===== src/rtl/alu_pkg.sv =====
// Shared function-code constants and the fnct_sel decoder for the ALU result selector.
// The decoder yields a one-hot-free selection code; SEL_NONE marks every undecoded code.
package alu_pkg;

    localparam logic [2:0] FG_CHK   = 3'b000;
    localparam logic [2:0] FG_ARITH = 3'b001;
    localparam logic [2:0] FG_LOGIC = 3'b010;
    localparam logic [2:0] FG_RSVD  = 3'b100;

    localparam logic [5:0] OP_ADD = 6'h00;
    localparam logic [5:0] OP_SUB = 6'h01;
    localparam logic [5:0] OP_AND = 6'h00;
    localparam logic [5:0] OP_OR  = 6'h01;
    localparam logic [5:0] OP_XOR = 6'h02;
    localparam logic [5:0] OP_SFL = 6'h03;
    localparam logic [5:0] OP_SFR = 6'h04;

    typedef enum logic [3:0] {
        SEL_NONE,
        SEL_CHK,
        SEL_ADD,
        SEL_SUB,
        SEL_AND,
        SEL_OR,
        SEL_XOR,
        SEL_SFL,
        SEL_SFR
    } res_sel_e;

    function automatic res_sel_e decode_fnct(input logic [8:0] fnct);
        logic [2:0] grp;
        logic [5:0] op;
        res_sel_e   sel;
        grp = fnct[8:6];
        op  = fnct[5:0];
        sel = SEL_NONE;
        case (grp)
            FG_CHK: sel = SEL_CHK;
            FG_ARITH: begin
                case (op)
                    OP_ADD:  sel = SEL_ADD;
                    OP_SUB:  sel = SEL_SUB;
                    default: sel = SEL_NONE;
                endcase
            end
            FG_LOGIC: begin
                case (op)
                    OP_AND:  sel = SEL_AND;
                    OP_OR:   sel = SEL_OR;
                    OP_XOR:  sel = SEL_XOR;
                    OP_SFL:  sel = SEL_SFL;
                    OP_SFR:  sel = SEL_SFR;
                    default: sel = SEL_NONE;
                endcase
            end
            FG_RSVD: sel = SEL_NONE;
            default: sel = SEL_NONE;
        endcase
        return sel;
    endfunction

endpackage


===== src/rtl/alu_skid_buf.sv =====
// Generic 2-entry valid/ready skid buffer: output register O backed by skid register S.
// in_ready depends only on S occupancy, so there is no combinational out_ready -> in_ready path.
module alu_skid_buf #(
    parameter int PAYLOAD_W = 34
) (
    input  logic                 clk,
    input  logic                 rst_b,
    input  logic                 in_valid,
    output logic                 in_ready,
    input  logic [PAYLOAD_W-1:0] in_payload,
    output logic                 out_valid,
    input  logic                 out_ready,
    output logic [PAYLOAD_W-1:0] out_payload
);

    logic                 o_valid_q, o_valid_d;
    logic [PAYLOAD_W-1:0] o_data_q,  o_data_d;
    logic                 s_valid_q, s_valid_d;
    logic [PAYLOAD_W-1:0] s_data_q,  s_data_d;
    logic                 accept;
    logic                 xfer;

    assign in_ready    = ~s_valid_q;
    assign accept      = in_valid & ~s_valid_q;
    assign xfer        = o_valid_q & out_ready;
    assign out_valid   = o_valid_q;
    assign out_payload = o_data_q;

    always_comb begin
        o_valid_d = o_valid_q;
        o_data_d  = o_data_q;
        s_valid_d = s_valid_q;
        s_data_d  = s_data_q;
        if (s_valid_q) begin
            // Skid is occupied: upstream is stalled, only draining S into O is possible.
            if (xfer) begin
                o_data_d  = s_data_q;
                s_valid_d = 1'b0;
            end
        end else if (accept) begin
            if (!o_valid_q || xfer) begin
                o_valid_d = 1'b1;
                o_data_d  = in_payload;
            end else begin
                s_valid_d = 1'b1;
                s_data_d  = in_payload;
            end
        end else if (xfer) begin
            o_valid_d = 1'b0;
        end
    end

    always_ff @(posedge clk or negedge rst_b) begin
        if (!rst_b) begin
            o_valid_q <= 1'b0;
            o_data_q  <= '0;
            s_valid_q <= 1'b0;
            s_data_q  <= '0;
        end else begin
            o_valid_q <= o_valid_d;
            o_data_q  <= o_data_d;
            s_valid_q <= s_valid_d;
            s_data_q  <= s_data_d;
        end
    end

endmodule


===== src/rtl/alu_result_sel.sv =====
// ALU result selector: decodes fnct_sel, picks a functional-unit result and queues it with
// zero/illegal flags through a skid buffer; counts accepted illegal codes with saturation.
module alu_result_sel
    import alu_pkg::*;
#(
    parameter int DATA_W = 32,
    parameter int CNT_W  = 8
) (
    input  logic              clk,
    input  logic              rst_b,
    input  logic              in_valid,
    output logic              in_ready,
    input  logic [8:0]        fnct_sel,
    input  logic [DATA_W-1:0] add_out,
    input  logic [DATA_W-1:0] sub_out,
    input  logic [DATA_W-1:0] and_out,
    input  logic [DATA_W-1:0] or_out,
    input  logic [DATA_W-1:0] xor_out,
    input  logic [DATA_W-1:0] sfl_out,
    input  logic [DATA_W-1:0] sfr_out,
    input  logic [DATA_W-1:0] chk_out,
    output logic              out_valid,
    input  logic              out_ready,
    output logic [DATA_W-1:0] out_data,
    output logic              out_zero,
    output logic              out_illegal,
    input  logic              cnt_clr,
    output logic [CNT_W-1:0]  illegal_cnt
);

    localparam int               PAYLOAD_W = DATA_W + 2;
    localparam logic [CNT_W-1:0] CNT_MAX   = '1;

    res_sel_e             sel;
    logic [DATA_W-1:0]    sel_data;
    logic                 sel_illegal;
    logic                 sel_zero;
    logic                 accept;
    logic [PAYLOAD_W-1:0] in_payload;
    logic [PAYLOAD_W-1:0] out_payload;
    logic [CNT_W-1:0]     cnt_q, cnt_d;

    assign sel = decode_fnct(fnct_sel);

    always_comb begin
        sel_data = '0;
        case (sel)
            SEL_CHK: sel_data = chk_out;
            SEL_ADD: sel_data = add_out;
            SEL_SUB: sel_data = sub_out;
            SEL_AND: sel_data = and_out;
            SEL_OR:  sel_data = or_out;
            SEL_XOR: sel_data = xor_out;
            SEL_SFL: sel_data = sfl_out;
            SEL_SFR: sel_data = sfr_out;
            default: sel_data = '0;
        endcase
    end

    // Flags travel with the entry so they stay aligned with out_data through any stall.
    assign sel_illegal = (sel == SEL_NONE);
    assign sel_zero    = ~|sel_data;
    assign in_payload  = {sel_illegal, sel_zero, sel_data};
    assign accept      = in_valid & in_ready;

    alu_skid_buf #(
        .PAYLOAD_W (PAYLOAD_W)
    ) u_skid (
        .clk         (clk),
        .rst_b       (rst_b),
        .in_valid    (in_valid),
        .in_ready    (in_ready),
        .in_payload  (in_payload),
        .out_valid   (out_valid),
        .out_ready   (out_ready),
        .out_payload (out_payload)
    );

    assign out_illegal = out_payload[PAYLOAD_W-1];
    assign out_zero    = out_payload[PAYLOAD_W-2];
    assign out_data    = out_payload[DATA_W-1:0];

    always_comb begin
        cnt_d = cnt_q;
        if (cnt_clr) begin
            cnt_d = '0;
        end else if (accept && sel_illegal && (cnt_q != CNT_MAX)) begin
            cnt_d = cnt_q + 1'b1;
        end
    end

    always_ff @(posedge clk or negedge rst_b) begin
        if (!rst_b) begin
            cnt_q <= '0;
        end else begin
            cnt_q <= cnt_d;
        end
    end

    assign illegal_cnt = cnt_q;

endmodule

===== config.mk =====
export PLATFORM = sky130hd
export DESIGN_NAME = alu_result_sel
export DESIGN_NICKNAME = d
export VERILOG_FILES = /design/src/rtl/alu_pkg.sv /design/src/rtl/alu_skid_buf.sv /design/src/rtl/alu_result_sel.sv
export SDC_FILE = /design/constraint.sdc
export NUM_CORES = 1
export LEC_CHECK = 0
export CORE_UTILIZATION = 40
export CTS_CLUSTER_DIAMETER = 30
export CTS_CLUSTER_SIZE = 8
export DETAILED_ROUTE_END_ITERATION = 10
export GPL_TIMING_DRIVEN = 0
export HOLD_SLACK_MARGIN = 0.1
export PLACE_DENSITY = 0.84
export SLEW_MARGIN = 20
export SYNTH_ARGS = -nofsm -noshare
export SYNTH_HDL_FRONTEND = slang
export SYNTH_SLANG_ARGS = --single-unit

===== constraint.sdc =====
create_clock -name clk -period 3.2 [get_ports clk]
set_input_delay 0.96 -clock clk [delete_from_list [all_inputs] [get_ports clk]]
set_output_delay 0.96 -clock clk [all_outputs]
set_load 0.05 [all_outputs]

# Yosys cells after proc, flatten, opt, wreduce, memory -nomap -nowiden

Index checks and enable logic that the tools add are counted.

Shift operators: 0
Bitwise gates (word level): 4
Multipliers: 0
Div/mod/pow operators: 0
Reductions and logical operators: 16
Muxes and demuxes: 17
Equality and inequality tests: 17
Order comparisons: 0
$add $sub $neg: 1

Operators with widths:

| kind                                                 | number |
|---|---|
| one-hot mux 32 bit (8 select lines)                  | 1 |
| 2-to-1 mux 34 bit                                    | 4 |
| OR reduction 32 bit                                  | 1 |
| one-hot mux 4 bit (5 select lines)                   | 1 |
| equality test 4 x 3 -> 1 bit (second input constant) | 4 |
| 2-to-1 mux 8 bit                                     | 2 |
| equality test 6 x 2 -> 1 bit (second input constant) | 2 |
| one-hot mux 4 bit (3 select lines)                   | 1 |
| AND reduction 3 bit                                  | 3 |
| adder 8 x 1 -> 8 bit (second input constant)         | 1 |
| equality test 4 x 2 -> 1 bit (second input constant) | 2 |
| != test 8 bit (second input constant)                | 1 |
| nonzero test 2 bit                                   | 4 |
| 2-to-1 mux 1 bit                                     | 7 |
| equality test 6 x 1 -> 1 bit (second input constant) | 1 |
| equality test 6 x 3 -> 1 bit (second input constant) | 1 |
| logical NOT 6 bit                                    | 1 |
| equality test 4 x 1 -> 1 bit (second input constant) | 1 |
| equality test 4 bit (second input constant)          | 1 |
| logical NOT 4 bit                                    | 1 |
| one-hot mux 2 bit (2 select lines)                   | 1 |
| equality test 3 x 1 -> 1 bit (second input constant) | 1 |
| equality test 3 x 2 -> 1 bit (second input constant) | 1 |
| logical NOT 3 bit                                    | 1 |
| other kinds (7)                                      | 11 |

RAM bits: 0
Logic and storage cells: 60
Bits of input ports: 270
Bits in latches: 0
Register bits: 78
Memories: 0
Memory bits (read-only): 0

# Logic depth before layout (Yosys ltp)

Depth after elaboration: 10
Depth in mapped cells: 12
Depth with buffers taken out: 8

# Modules after synthesis

Synthesis repeated with hierarchy kept, for this count alone.

Cells, all modules: 565
Area, all modules: 5,829.3 um2

By module, submodules not included:

| module         | seq. area each (um2) | instances | area an instance (um2) | cells an instance |
|---|---|---|---|---|
| alu_skid_buf   | 1,751.7              | 1         | 3,057.9                | 192 |
| alu_result_sel | 200.2                | 1         | 2,771.4                | 373 |

# Least setup slack after synthesis

No wires, ideal clock.

Path type: input to register
Start: in fnct_sel[6]
End: reg u_skid.s_data_q[32]
Slack: 0.342 ns
Buffers on the path: 3
Setup time: 0.126 ns
Cell stages on the path: 10
Arrival time: 2.732 ns
Data required time: 3.074 ns
Path through: buf_4 -> or4b_1 -> buf_4 -> or2_4 -> buf_6 -> o311ai_2 -> nor4_1 -> nand4_1 -> nand4bb_1 -> o21ai_1

Longest elaborated chain between the ends: 6
Elaborated cells on any way between the ends: 15
Classes of those cells: eq/ne (10); mux (2); reduce/logical (3)

RTL lines:

| what                                                       | line                 | source |
|---|---|---|
| start: declaration                                         | alu_result_sel.sv:13 | `input logic [8:0] fnct_sel,` |
| equality test 3 x 2 -> 1 bit, or another cell as far along | alu_pkg.sv:37        | `case (grp)` |
| one-hot mux 4 bit (3 select lines) *                       | alu_pkg.sv:37        |  |
| equality test 4 bit, or another cell as far along          | alu_result_sel.sv:47 | `case (sel)` |
| one-hot mux 32 bit (8 select lines) *                      | alu_result_sel.sv:47 |  |
| OR reduction 32 bit *                                      | alu_result_sel.sv:62 | `assign sel_zero = ~\|sel_data;` |
| logical NOT 1 bit *                                        | alu_result_sel.sv:62 |  |
| end signal: assignment                                     | alu_skid_buf.sv:63   | `s_data_q <= s_data_d;` |
| end: declaration                                           | alu_skid_buf.sv:19   | `logic [PAYLOAD_W-1:0] s_data_q, s_data_d;` |

Every way passes the cells marked *; elsewhere a longest branch is shown, timed or not.
A chain may end at the register's enable or synchronous reset.

# Worst setup path in the final report

Start: in fnct_sel[0]
End: reg u_skid.o_data_q[32], in the netlist u_skid.out_payload[32]

Longest elaborated chain between the ends: 10
Elaborated cells on any way between the ends: 22
Classes of those cells: eq/ne (12); mux (7); reduce/logical (3)

RTL lines:

| what                                                                                     | line                         | source |
|---|---|---|
| equality test 6 x 3 -> 1 bit, or another cell as far along                               | alu_pkg.sv:47                | `case (op)` |
| one-hot mux 4 bit (5 select lines) or one-hot mux 2 bit (2 select lines) (tied branches) | alu_pkg.sv:47, alu_pkg.sv:40 |  |
| one-hot mux 4 bit (3 select lines) *                                                     | alu_pkg.sv:37                |  |
| equality test 4 bit, or another cell as far along                                        | alu_result_sel.sv:47         |  |
| one-hot mux 32 bit (8 select lines) *                                                    | alu_result_sel.sv:47         |  |
| OR reduction 32 bit *                                                                    | alu_result_sel.sv:62         |  |
| logical NOT 1 bit *                                                                      | alu_result_sel.sv:62         |  |
| 2-to-1 mux 34 bit *                                                                      | alu_skid_buf.sv:41           | `if (!o_valid_q \|\| xfer) begin` |
| 2-to-1 mux 34 bit *                                                                      | alu_skid_buf.sv:40           | `end else if (accept) begin` |
| 2-to-1 mux 34 bit *                                                                      | alu_skid_buf.sv:34           | `if (s_valid_q) begin` |
| end signal: assignment                                                                   | alu_skid_buf.sv:61           | `o_data_q <= o_data_d;` |
| end: declaration                                                                         | alu_skid_buf.sv:17           | `logic [PAYLOAD_W-1:0] o_data_q, o_data_d;` |

Every way passes the cells marked *; elsewhere a longest branch is shown, timed or not. The select of a mux whose other input is x is not followed.

==> flow_summary.toml <==
[cts]
clk_pin_slew_ns = 0.06
clk_path_buf_depth = 2
htree_levels = 3
clk_latency_ns = 0.33
cts_root_buffer = "clkbuf_16"
cts-buffers-inserted = 9
cts.sinks = 78
cts_tree = "built"

[grt]
grt_max_degree = 51
grt_usage_pct = 37.1
grt_pass1_wl_um = 40300
grt_pass1_vias = 6806
antenna_found_initial = 3
gr-total-overflow = 0

[routing]
wirelength_um = 28100
wl_per_cell_um = 22.9
via_per_inst = 5.88
firstDrtPassIters = 7
postRouteAntennaNets = 0
drc_errors = 0
drt-initial-drc-count = 736
via_count = 7206

[power_and_ir_drop]
vdd_drop_max_mv = 0.324
p_per_area_nw_per_um2 = 471
leakagePower_nw = 4.22

[critical_path]
r2r_end = "u_skid.out_payload[8]$_DFFE_PN0P_"
critPathMaxFanout = 10
cp-start-kind = "input pin"
worst-r2r-setup-slack_ns = 1.12
crit_arrival_ns = 3.41
r2r-start = "u_skid.s_valid_q$_DFF_PN0_"
crit_required_ns = 3.44
path_class = "in -> reg"
rr_worst_depth = 8
end_kind = "flop"

[finish]
areaGrowthSynthToFinish_pct = 75.7
stdcell_count = 1226
fin_nets = 1310
drive_gt1_share_pct = 15.1
fin_util_pct = 72.3
final_cell_area_um2 = 10000

[logic_synthesis]
yosys.area.top_type = "dfrtp_1"
postSynth.asyncResetShare_pct = 100
syn_area_per_cell_um2 = 8.42
synth_edf_count = 0
synth_top_area_share_pct = 34.2
synth.distinct_cells = 68
ys_seq_area_share_pct = 34.2
synth_warnings = 0
syn_inst = 678
syn-cell-area_um2 = 5710
synth_fp_nets = 949
ys.flop_type = "dfrtp_1"
synth.ff_latch_count = 78
synthTopCellsByArea = "dfrtp_1, mux2i_1, nand2_1, o21ai_0, a21oi_1"

[die]
start_util_pct = 41.1
coreArea_um2 = 13900
boundaryPins = 314
dieHeight_um = 121
dieWidth_um = 121
rows = 43
die-area_um2 = 14800

[sta]
hold_viol_final = 0
worstMarginPinSlew_ns = 0.573
fin_crit_sh_pct = 99.0
finalClockSkew_ns = 0.00537
setup_viol = 0
fin_crit_ns = 3.17
drv_slew = 0
fmax_ghz = 0.316
slew_headroom_pct = 61.8

[hold_path]
whs_endpoint = "u_skid.out_payload[18]$_DFFE_PN0P_"
hold_path_class = "reg -> reg"
hold_depth = 2
hp-start = "u_skid.out_payload[18]$_DFFE_PN0P_"

[place]
globalplace.congestion = 0.990
port_buffers = 312
dp_hpwl_um = 22100
placed_cells = 1171
placed_area_um2 = 9080

[outcome]
outcome = "finished, final reports clean"

[flow_run]
maxCapViolations = 0
## cell type report
type | count | area (um2)
inverter | 12 | 45.0
sequential | 78 | 1950
fill | 1029 | 3850
clock buffer | 10 | 229
clock inverter | 6 | 38.8
timing repair buffer | 351 | 3480
tap | 180 | 225
antenna | 2 | 5.00
buffer | 58 | 467
multi-input combinational | 529 | 3590
## sequential cells by signal, indices dropped and copies added (netlist names)
name,cells
illegal_cnt,8
u_skid.out_payload,34
u_skid.out_valid,1
u_skid.s_data_q,34
u_skid.s_valid_q,1
## metrics by stage
stage | power [mW] | setup TNS [ns] | worst slack, ns | hold slack [ns]
4_1_cts | 4.67 | -0.0519 | -0.0467 | 0.483
3_5_place_dp | 3.73 | -23.80 | -1.04 | 0.470
6_report | 4.73 | 0 | 0.0318 | 0.477
3_3_place_gp | 3.68 | -140.26 | -1.51 | 0.461
5_1_grt | 4.96 | -0.0312 | -0.0312 | 0.491
2_1_floorplan | 2.72 | 0 | 0.342 | 0.445
## layout by cell type (no fill, tap or decap), types with 21 or more instances in the layout
cell type	instances
clkdlybuf4s50_1	302
nor2_1	52
clkbuf_1	21
nand2_1	100
dfrtp_1	78
mux2i_1	62
o21ai_0	57
o22ai_1	22
a21oi_1	47
buf_4	41
## worst max path at each step
stage | start | to
2_1_floorplan | fnct_sel[6] | u_skid.s_data_q[32]$_DFFE_PN0P_
3_3_place_gp | rst_b | u_skid.out_payload[30]$_DFFE_PN0P_
3_5_place_dp | fnct_sel[0] | u_skid.out_payload[32]$_DFFE_PN0P_
4_1_cts | fnct_sel[8] | u_skid.out_payload[32]$_DFFE_PN0P_
5_1_grt | fnct_sel[0] | u_skid.out_payload[32]$_DFFE_PN0P_
6_report | fnct_sel[0] | u_skid.out_payload[32]$_DFFE_PN0P_
## routing by layer
| layer | share of wire (%) | global-route usage, % | vias to the layer above | wire, um |
|---|---|---|---|---|
| met2 | 47 | 61.0 | 470 | 13300 |
| met4 | 4.3 | 12.8 | 0 | 1200 |
| met3 | 9.3 | 7.75 | 87 | 2620 |
| met5 | 0 | 0 | - | 0 |
| li1 | - | - | 3235 | - |
| met1 | 39 | 48.0 | 3414 | 11000 |
## timing repair
action / 4_1_cts / 5_1_grt
buffers inserted: 10 / 25
pin swaps: 10 / 19
resized for setup: 50 / 46
hold buffers: 0 / 0
gates cloned: 0 / 3
setup endpoints to repair: 32 / 27
## kinds of logic (layout without fill, tap and decap cells)
kind of cell	Yosys count	after routing	share of synthesized area [%]
fa+ha+maj	1	1	0.219
other cells	0	2	0
xor+xnor	7	7	1.07
mux	78	78	13.9
flops	78	78	34.2
simple gates	225	225	19.3
compound gates	218	218	24.3
buf+inv	71	437	7.04
## worst max-delay path, stage by stage
cell             delay [ns]
clkdlybuf4s15_1        0.32
buf_6                  0.23
mux2i_1                0.28
o22ai_1                0.13
a211oi_2               0.32
nand4_1                0.18
nor4_2                 0.33
nand4_1                0.18
nand4bb_4              0.27
o31ai_2                0.21
## report_power, final
part	total, mW	switching (mW)	internal (mW)
clock	0.909	0.387	0.522
combinational	2.38	1.46	0.921
sequential	1.44	0.173	1.26
total	4.73	2.02	2.71
## synthesized netlist by cell type (7+ instances only)
master / number
nand3_1: 7
a221o_1: 7
nor4_1: 16
nand4_1: 8
clkbuf_1: 26
o22ai_1: 23
a211oi_1: 8
a222oi_1: 8
mux2_2: 8
a22oi_1: 9
buf_6: 13
inv_1: 12
nor2_1: 52
dfrtp_1: 78
o21ai_0: 58
nand2_1: 100
mux2i_1: 68
buf_2: 12
a21oi_1: 48
o21ai_1: 20
No activity file was read; power rests on OpenSTA's default activity.
